<file path="src/rtl/mem_access_ctrl_pkg.sv">
// Shared types for the MEM-stage data-memory controller.
package mem_access_ctrl_pkg;

    localparam int unsigned WORD_W_DEFAULT = 32;
    localparam int unsigned CNT_W_DEFAULT  = 16;

    // DONE parks a completed access until the pipeline advances.
    typedef enum logic {
        IDLE = 1'b0,
        DONE = 1'b1
    } mem_state_t;

endpackage

</file>
<file path="src/rtl/mem_access_ctrl_llsc_link.sv">
// LL/SC link register: set by a completed ll, cleared by local stores to the linked
// address, a successful sc, or a coherence invalidate of the linked address.
module mem_access_ctrl_llsc_link #(
    parameter int unsigned WORD_W = 32
) (
    input  logic              CLK,
    input  logic              RST,
    input  logic              ll_done,
    input  logic [WORD_W-1:0] ll_addr,
    input  logic              st_done,
    input  logic              sc_done,
    input  logic [WORD_W-1:0] st_addr,
    input  logic              ccinv,
    input  logic [WORD_W-1:0] ccsnoopaddr,
    output logic              link_valid,
    output logic [WORD_W-1:0] link_addr
);

    logic              valid_q;
    logic [WORD_W-1:0] addr_q;
    logic              snoop_new;
    logic              snoop_old;
    logic              local_clr;

    assign snoop_new = ccinv & (ccsnoopaddr == ll_addr);
    assign snoop_old = ccinv & (ccsnoopaddr == addr_q);
    assign local_clr = sc_done | (st_done & (st_addr == addr_q));

    always_ff @(posedge CLK or posedge RST) begin
        if (RST) begin
            valid_q <= 1'b0;
            addr_q  <= '0;
        end else if (ll_done) begin
            // An invalidate of the line being linked this very cycle wins.
            valid_q <= ~snoop_new;
            addr_q  <= ll_addr;
        end else if (local_clr | snoop_old) begin
            valid_q <= 1'b0;
        end
    end

    assign link_valid = valid_q;
    assign link_addr  = addr_q;

endmodule

</file>
<file path="src/rtl/mem_access_ctrl.sv">
// MEM-stage dcache request controller: issues reads/writes, stalls until dhit, holds
// results while the stage is blocked, and owns the LL/SC link.
module mem_access_ctrl
    import mem_access_ctrl_pkg::*;
#(
    parameter int unsigned WORD_W = WORD_W_DEFAULT,
    parameter int unsigned CNT_W  = CNT_W_DEFAULT
) (
    input  logic              CLK,
    input  logic              RST,
    input  logic              op_valid,
    input  logic              memren,
    input  logic              memwen,
    input  logic              is_ll,
    input  logic              is_sc,
    input  logic              halt,
    input  logic [WORD_W-1:0] addr,
    input  logic [WORD_W-1:0] store_data,
    input  logic              advance,
    input  logic              dhit,
    input  logic [WORD_W-1:0] dmemload,
    input  logic              ccinv,
    input  logic [WORD_W-1:0] ccsnoopaddr,
    output logic              dmemREN,
    output logic              dmemWEN,
    output logic [WORD_W-1:0] dmemaddr,
    output logic [WORD_W-1:0] dmemstore,
    output logic [WORD_W-1:0] load_data,
    output logic              sc_result,
    output logic              mem_busy,
    output logic [CNT_W-1:0]  stall_cnt
);

    mem_state_t        state_q, state_d;
    logic [WORD_W-1:0] load_q;
    logic              sc_q;
    logic [CNT_W-1:0]  stall_cnt_q;

    logic              link_valid;
    logic [WORD_W-1:0] link_addr;
    logic              sc_fail;
    logic              need;
    logic              complete;
    logic              capture;

    assign sc_fail  = is_sc & ~(link_valid & (link_addr == addr));
    assign need     = op_valid & ~halt & (memren | (memwen & ~sc_fail));
    assign complete = (state_q == IDLE) & need & dhit & ~RST;

    always_comb begin
        state_d   = state_q;
        dmemREN   = 1'b0;
        dmemWEN   = 1'b0;
        mem_busy  = 1'b0;
        load_data = load_q;
        sc_result = sc_q;
        capture   = 1'b0;
        unique case (state_q)
            IDLE: begin
                dmemREN   = need & memren;
                dmemWEN   = need & memwen;
                mem_busy  = need & ~dhit;
                sc_result = is_sc & ~sc_fail;
                if (need & dhit & memren) begin
                    load_data = dmemload;
                end
                if (need & dhit & ~advance) begin
                    capture = 1'b1;
                    state_d = DONE;
                end
            end
            DONE: begin
                if (advance) begin
                    state_d = IDLE;
                end
            end
        endcase
        // Reset drops every request and result at once, not at the next edge.
        if (RST) begin
            dmemREN   = 1'b0;
            dmemWEN   = 1'b0;
            mem_busy  = 1'b0;
            sc_result = 1'b0;
            load_data = '0;
            capture   = 1'b0;
        end
    end

    always_ff @(posedge CLK or posedge RST) begin
        if (RST) begin
            state_q <= IDLE;
            load_q  <= '0;
            sc_q    <= 1'b0;
        end else begin
            state_q <= state_d;
            // sc_q is held because the link clears on the very edge the sc completes.
            if (capture) begin
                sc_q <= is_sc & ~sc_fail;
                if (memren) begin
                    load_q <= dmemload;
                end
            end
        end
    end

    always_ff @(posedge CLK or posedge RST) begin
        if (RST) begin
            stall_cnt_q <= '0;
        end else if (mem_busy && (stall_cnt_q != '1)) begin
            stall_cnt_q <= stall_cnt_q + 1'b1;
        end
    end

    assign stall_cnt = stall_cnt_q;
    assign dmemaddr  = addr;
    assign dmemstore = store_data;

    mem_access_ctrl_llsc_link #(
        .WORD_W (WORD_W)
    ) u_link (
        .CLK         (CLK),
        .RST         (RST),
        .ll_done     (complete & memren & is_ll),
        .ll_addr     (addr),
        .st_done     (complete & memwen),
        .sc_done     (complete & memwen & is_sc),
        .st_addr     (addr),
        .ccinv       (ccinv),
        .ccsnoopaddr (ccsnoopaddr),
        .link_valid  (link_valid),
        .link_addr   (link_addr)
    );

endmodule
</file>
<file path="config.mk">
export PLATFORM = sky130hd
export DESIGN_NAME = mem_access_ctrl
export DESIGN_NICKNAME = d
export VERILOG_FILES = /design/src/rtl/mem_access_ctrl_pkg.sv /design/src/rtl/mem_access_ctrl_llsc_link.sv /design/src/rtl/mem_access_ctrl.sv
export SDC_FILE = /design/constraint.sdc
export NUM_CORES = 1
export LEC_CHECK = 0
export CORE_ASPECT_RATIO = 2
export CORE_MARGIN = 2
export CORE_UTILIZATION = 43
export DETAILED_ROUTE_END_ITERATION = 12
export PLACE_DENSITY = 0.82
export SLEW_MARGIN = 10
export SYNTH_ARGS = -nofsm -noshare
export SYNTH_HDL_FRONTEND = slang
export SYNTH_HIERARCHICAL = 1
export SYNTH_SLANG_ARGS = --single-unit
</file>
<file path="constraint.sdc">
create_clock -name CLK -period 2.9 [get_ports CLK]
set_clock_uncertainty 0.15 [all_clocks]
set_input_delay 0.29 -clock CLK [delete_from_list [all_inputs] [get_ports CLK]]
set_output_delay 0.29 -clock CLK [all_outputs]
set_load 0.005 [all_outputs]
</file>
==> flow_metrics.tcl, run 1 <==
set metrics [dict create \
    clk_pin_slew_ps 70 \
    rrSetupSlack_ps -10 \
    fin_area_um2 8400 \
    diodes 0 \
    drt_iter0_markers 161 \
    slew-limit-headroom_pct 56.6 \
    r2r-end "stall_cnt[13]" \
    critical_path_class "reg -> reg" \
    critPathLaunch "u_link/link_addr[12]" \
    crit_path_start_kind "flop" \
    synth-xor-area-share_pct 21.2 \
    tritoncts "built" \
    finalWirelength_um 18200 \
    setup_ws_ps -13.9 \
    synth_area_leaders "dfrtp_1 36%, xor2_1 15%, mux2_2 12%" \
    synthCells 608 \
    synth_compound_area_share_pct 6.76 \
    synth_adder_area_share_pct 0.215 \
    final_net_count 938 \
    grt_pass1_vias 5436 \
    syn2layout_area_growth_pct 44.1 \
    initial_core_util_pct 43.6 \
    powerDensity_nw_per_um2 479 \
    synth_mux_area_share_pct 12.4 \
    grt_usage_pct 24.7 \
    netlist-cell-type-count 37 \
    endpoint "stall_cnt[13]" \
    tns_ps -26.2 \
    power.leakage_nw 3.64 \
    synthFlopType "dfrtp_1" \
    ant_nets 0 \
    htree_num_levels 3 \
    port_buffers 190 \
    yosys_warnings 6 \
    cts_sinks 83 \
    grt-ovfl-total 0 \
    arrival_ps 3030 \
    hp-start "addr[14]" \
    ctsHoldBuffers 0 \
    grt_pass1_wl_um 27500 \
    rr_worst_depth 14 \
    syn-num-nets 748 \
    design.die.area_um2 14600 \
    period_share_pct 100 \
    worst_slew_pin_slew_ps 651 \
    slew_violations 0 \
    setup_viol_count_final 2 \
    first_pass_iters 4 \
    synth_area_per_cell_um2 9.59 \
    outcome "finished with violations" \
    final_common_cell "clkdlybuf4s50_1" \
    synth_top_family_by_area "XOR/XNOR gates" \
    synth_area_um2 5830 \
    synthSimpleGateAreaFrac_pct 13.2 \
    max_cap_violations 0 \
    vias_per_cell 5.30 \
    antenna_found_initial 0 \
    hp-class "in -> reg" \
    synth_largest_area_cell "dfrtp_1" \
    clk_latency_ps 330 \
    peakVddDrop_v 0.000347 \
    route.detailed.wl_per_inst_um 19.0 \
    clock_path_buffers 2 \
    cp-end-kind "flop" \
    min_period_ps 2910 \
    critPathRequiredTime_ps 3010 \
    synth_top_area_share_pct 35.6 \
    fin_cells 958 \
    final_layout_size_suffix_gt1_share_pct 22.9 \
    placedInstanceArea_um2 7840 \
    core-area_um2 13400 \
    synth_seq_cells 83 \
    hpwlAfterDp_um 14300 \
    r2r_start "u_link/link_addr[12]" \
    yosysSeqAreaShare_pct 35.6 \
    drc 0 \
    root_buffer "clkbuf_16" \
    place_congestion 0.962 \
    cts_made_buffers 9 \
    die_width_um 86.3 \
    dr_total_vias 5080 \
    floorplan.rows 60 \
    dp.cells 928 \
    fmax_ghz 0.343 \
    hold_violations 0 \
    synth_enable_flop_cells 0 \
    grt_max_degree 51 \
    ios 255 \
    layout_common_cells "183 x clkdlybuf4s50_1, 102 x xor2_1, 79 x dfrtp_1, 76 x nand2_1, 69 x buf_4" \
    die_y_um 169 \
    violations "negative setup slack" \
    postSynth.asyncResetShare_pct 100 \
    rsz0062_at_grt "true" \
    crit_fanout 10 \
]
==> registers in the layout, indices dropped and copies added, names as in the netlist <==
register	cells
load_q	32
sc_q	1
stall_cnt	16
state_q	1
u_link/link_addr	32
u_link/link_valid	1
==> per-layer routing <==
metal,up-vias,GRT usage [%],wire length [µm]
met5,-,0,0
met4,0,17.4,1230
met3,91,4.68,964
met2,169,46.3,10300
met1,2429,23.0,5730
li1,2391,-,-
==> cells by family (layout without fill, tap and decap cells) <==
kind of cell,count (synthesis),count (layout)
muxes,64,64
xor gates and xnor gates,141,141
buffers and inverters,96,291
and+or+nand+nor,159,159
DFF,83,83
AOI/OAI and AO/OA,64,64
adders and majority gates,1,1
==> cells in the mapped netlist, types with 2 or more instances <==
| master | count |
|---|---|
| a2111oi_2 | 2 |
| mux2_2 | 64 |
| o21ai_0 | 5 |
| nor2_1 | 13 |
| inv_1 | 12 |
| nor4_1 | 23 |
| o2111ai_1 | 2 |
| a21oi_1 | 42 |
| nand2_1 | 76 |
| nand3_1 | 16 |
| buf_2 | 8 |
| a211oi_2 | 2 |
| o31ai_1 | 3 |
| clkbuf_1 | 11 |
| or3_1 | 2 |
| a211oi_1 | 2 |
| nand4_1 | 16 |
| nor3_1 | 6 |
| xor2_1 | 102 |
| dfrtp_1 | 83 |
| buf_4 | 64 |
| xnor2_1 | 39 |
==> per-stage QoR <==
| stage | total power [W] | worst slack [ps] | hold WS, ps | util [%] |
|---|---|---|---|---|
| after CTS | 0.00400 | 18.6 | 342 | 61.7 |
| after detailed placement | 0.00283 | -313 | 331 | 58.7 |
| after global routing | 0.00422 | -128 | 298 | 62.8 |
| final | 0.00402 | -13.9 | 275 | 62.8 |
| after global placement | 0.00280 | -313 | 327 | 58.7 |
| after floorplan | 0.00222 | 699 | 203 | - |
==> timing repair <==
item | in CTS | in global routing
pin swaps | 8 | 7
setup buffers | 7 | 7
setup endpoints to repair | 3 | 24
gates resized for setup | 16 | 20
==> how the worst min path moves through the flow <==
stage	end	slack [ps]	depth (start not counted)
after floorplan	state_q	200	1
after global placement	stall_cnt[9]	330	1
after detailed placement	stall_cnt[9]	330	1
after CTS	stall_cnt[9]	340	1
after global routing	u_link/link_addr[14]	300	3
final	u_link/link_addr[14]	270	3
==> power by group <==
group          switching, W  internal [W]
sequential         0.000213       0.00136
combinational      0.000536      0.000773
clock              0.000518      0.000620
total               0.00127       0.00276
==> worst max-delay path: stages (launching register included) <==
cell	delay, ps
dfrtp_2	440
xnor2_2	220
nand4_1	210
nor4_4	340
buf_4	150
buf_4	90
buf_4	80
buf_4	90
buf_4	90
buf_4	90
buf_4	100
nand4_4	90
buf_12	160
a2111oi_2	370
xor2_1	170
==> area by class of cell <==
class	instances	area [µm²]
Sequential cell	83	2080
Fill cell	1083	4960
Clock buffer	10	239
Inverter	12	45.0
Clock inverter	6	52.6
Tap cell	155	194
Timing Repair Buffer	263	2500
Multi-Input combinational cell	429	3290
(Power assumes the default switching activity.)
==> inputs of run 2 (changes only) <==
CORE_ASPECT_RATIO = 0.5   (was 2)
MAX_ROUTING_LAYER = met4   (was default)
==> run 2 against run 1 <==
The run now ends clean. Non-clock buffer count fell by 13. Critical path depth is 5 lower. Cell area decreased by 2.1%. Via count shrank 1.2%. Combinational power shrank 4%. Critical endpoint is now sc_result. Cell count increased by 0.84%. Critical path type is now in -> out. Hold slack improved by 12 ps. Die area did not move. Routed wire length down 6.6%.
==> flow_metrics.tcl, run 2 (synthesized netlist as in run 1, its figures left out) <==
set metrics [dict create \
    critPathRequiredTime_ps 2460 \
    power.switching_w 0.00123 \
    worstSetupPathDepth 9 \
    htree_num_levels 3 \
    initial_core_util_pct 43.5 \
    post-route-util_pct 61.3 \
    slew_violations 0 \
    clk_pin_slew_ps 70 \
    grt-ovfl-total 0 \
    placedInstanceArea_um2 7880 \
    hp-class "in -> reg" \
    root_buffer "clkbuf_16" \
    final_layout_size_suffix_gt1_share_pct 20.5 \
    p_clk_share_pct 28.1 \
    tritoncts "built" \
    design.die.area_um2 14600 \
    combPwrFrac_pct 32.0 \
    final_net_count 925 \
    floorplan.rows 30 \
    port_buffers 190 \
    first_pass_iters 4 \
    finalWirelength_um 17000 \
    cts_made_buffers 9 \
    seq_power_share_pct 39.9 \
    core-area_um2 13400 \
    min_period_ps 2820 \
    setup_viol_count_final 0 \
    max_cap_violations 0 \
    layout_common_cells "185 x clkdlybuf4s50_1, 102 x xor2_1, 82 x dfrtp_1, 75 x nand2_1, 64 x mux2_2" \
    clk_latency_ps 340 \
    drt_iter0_markers 266 \
    vias_per_cell 5.20 \
    fillerInstances 1116 \
    peakVddDrop_v 0.000283 \
    place_congestion 0.942 \
    outcome "complete, no violations" \
    cts_sinks 83 \
    clock_path_buffers 2 \
    ctsHoldBuffers 0 \
    crit_buf_inv 3 \
    hold_violations 0 \
    ios 255 \
    ant_nets 0 \
    diodes 0 \
    period_share_pct 97.2 \
    dp.cells 949 \
    fin_cells 966 \
    crit_chain "clkdlybuf4s50_1, xnor2_2, nand4_1, nor4_2, and3_4, buf_4, nand2_2, o31ai_1, buf_2" \
    die_y_um 86.3 \
    power.leakage_nw 3.51 \
    drc 0 \
    final_common_cell "clkdlybuf4s50_1" \
    crit_fanout 3 \
    die_width_um 169 \
    fmax_ghz 0.355 \
    critical_path_class "in -> out" \
    arrival_ps 2380 \
    multi_input_area_um2 3190 \
    cp_top_family "simple AND/OR/NAND/NOR gates" \
    grt_max_degree 51 \
    slowest_delay_ps 480 \
    antenna_found_initial 0 \
    fin_worst_hold_slack_ps 287 \
    cpMaxStageDelayCell "clkdlybuf4s50_1" \
    worst_slew_pin_slew_ps 673 \
    grt_usage_pct 23.8 \
    p_int_w 0.00270 \
    hpwlAfterDp_um 13000 \
    route.detailed.wl_per_inst_um 17.6 \
    cp-end-kind "primary output" \
    fin_area_um2 8220 \
    powerDensity_nw_per_um2 479 \
    slew-limit-headroom_pct 55.2 \
    regArea_um2 2080 \
    whs_path_depth 3 \
    rr_worst_depth 10 \
    crit_path_start_kind "primary input" \
    grt_pass1_vias 5139 \
    dr_total_vias 5020 \
    switching_share_pct 31.3 \
    grt_pass1_wl_um 26500 \
    syn2layout_area_growth_pct 41.0 \
]
run 2: final cells by class:
cell class,instances,share of cell area [%]
repair buffers,250,29.2
clock inverters,7,0.731
multi-input cells,429,38.9
clock buffers,9,2.74
well taps,176,2.68
flip-flops and latches,83,25.3
inverters,12,0.548
run 2: layer usage:
layer | track usage, % | routed length [µm] | part of all wire (%)
met5 | - | 0 | 0
met2 | 43.1 | 8960 | 53
met1 | 27.1 | 6740 | 40
met4 | 5.96 | 278 | 1.6
met3 | 5.25 | 1030 | 6.1
run 2: worst register-to-register path, cell delays in order, from the launching register on:
cell and delay (ps):
dfrtp_1 410, xnor2_2 240, nand4_1 180, nor4_2 380, and3_4 250, o21ai_0 120, buf_4 160, nor2_1 120
nand3_1 110, o311ai_1 360, o21ai_1 120
run 2: stage by stage:
step	power, W	setup TNS [ps]	worst slack [ps]
2_1_floorplan	0.00222	0	699
3_3_place_gp	0.00278	-1130	-331
3_5_place_dp	0.00282	-1520	-356
4_1_cts	0.00395	0	29.3
5_1_grt	0.00414	-18.5	-18.5
6_report	0.00394	0	82.3
run 2: worst paths after layout:
check                                      from                   end  slack, ps
min in group asynchronous                   RST  u_link/link_addr[20]        590
max in group asynchronous                   RST            load_q[22]       1460
setup / recovery                       addr[12]             sc_result         80
hold reg to reg                    stall_cnt[9]          stall_cnt[9]        340
setup reg to reg           u_link/link_addr[15]     u_link/link_valid        170
hold / removal                         addr[15]  u_link/link_addr[15]        290
run 2: repair_timing:
item,4_1_cts,5_1_grt
pin swaps,6,5
setup buffers,2,0
gates resized for setup,10,7
endpoints found under the setup margin,4,2
run 2: power by group through the flow:
stage / combinational, W / sequential, W / clock (W)
after detailed placement: 0.00123 / 0.00159 / 0
after CTS: 0.00125 / 0.00157 / 0.00113
after global placement: 0.00121 / 0.00157 / 0
after floorplan: 0.000671 / 0.00155 / 0
after global routing: 0.00136 / 0.00161 / 0.00118
final: 0.00126 / 0.00157 / 0.00111
==> inputs of run 3 (changes only) <==
CAP_MARGIN = 20   (was default)
==> results of run 3 <==
Final layout, timing and power as in run 2 (identical DEF).
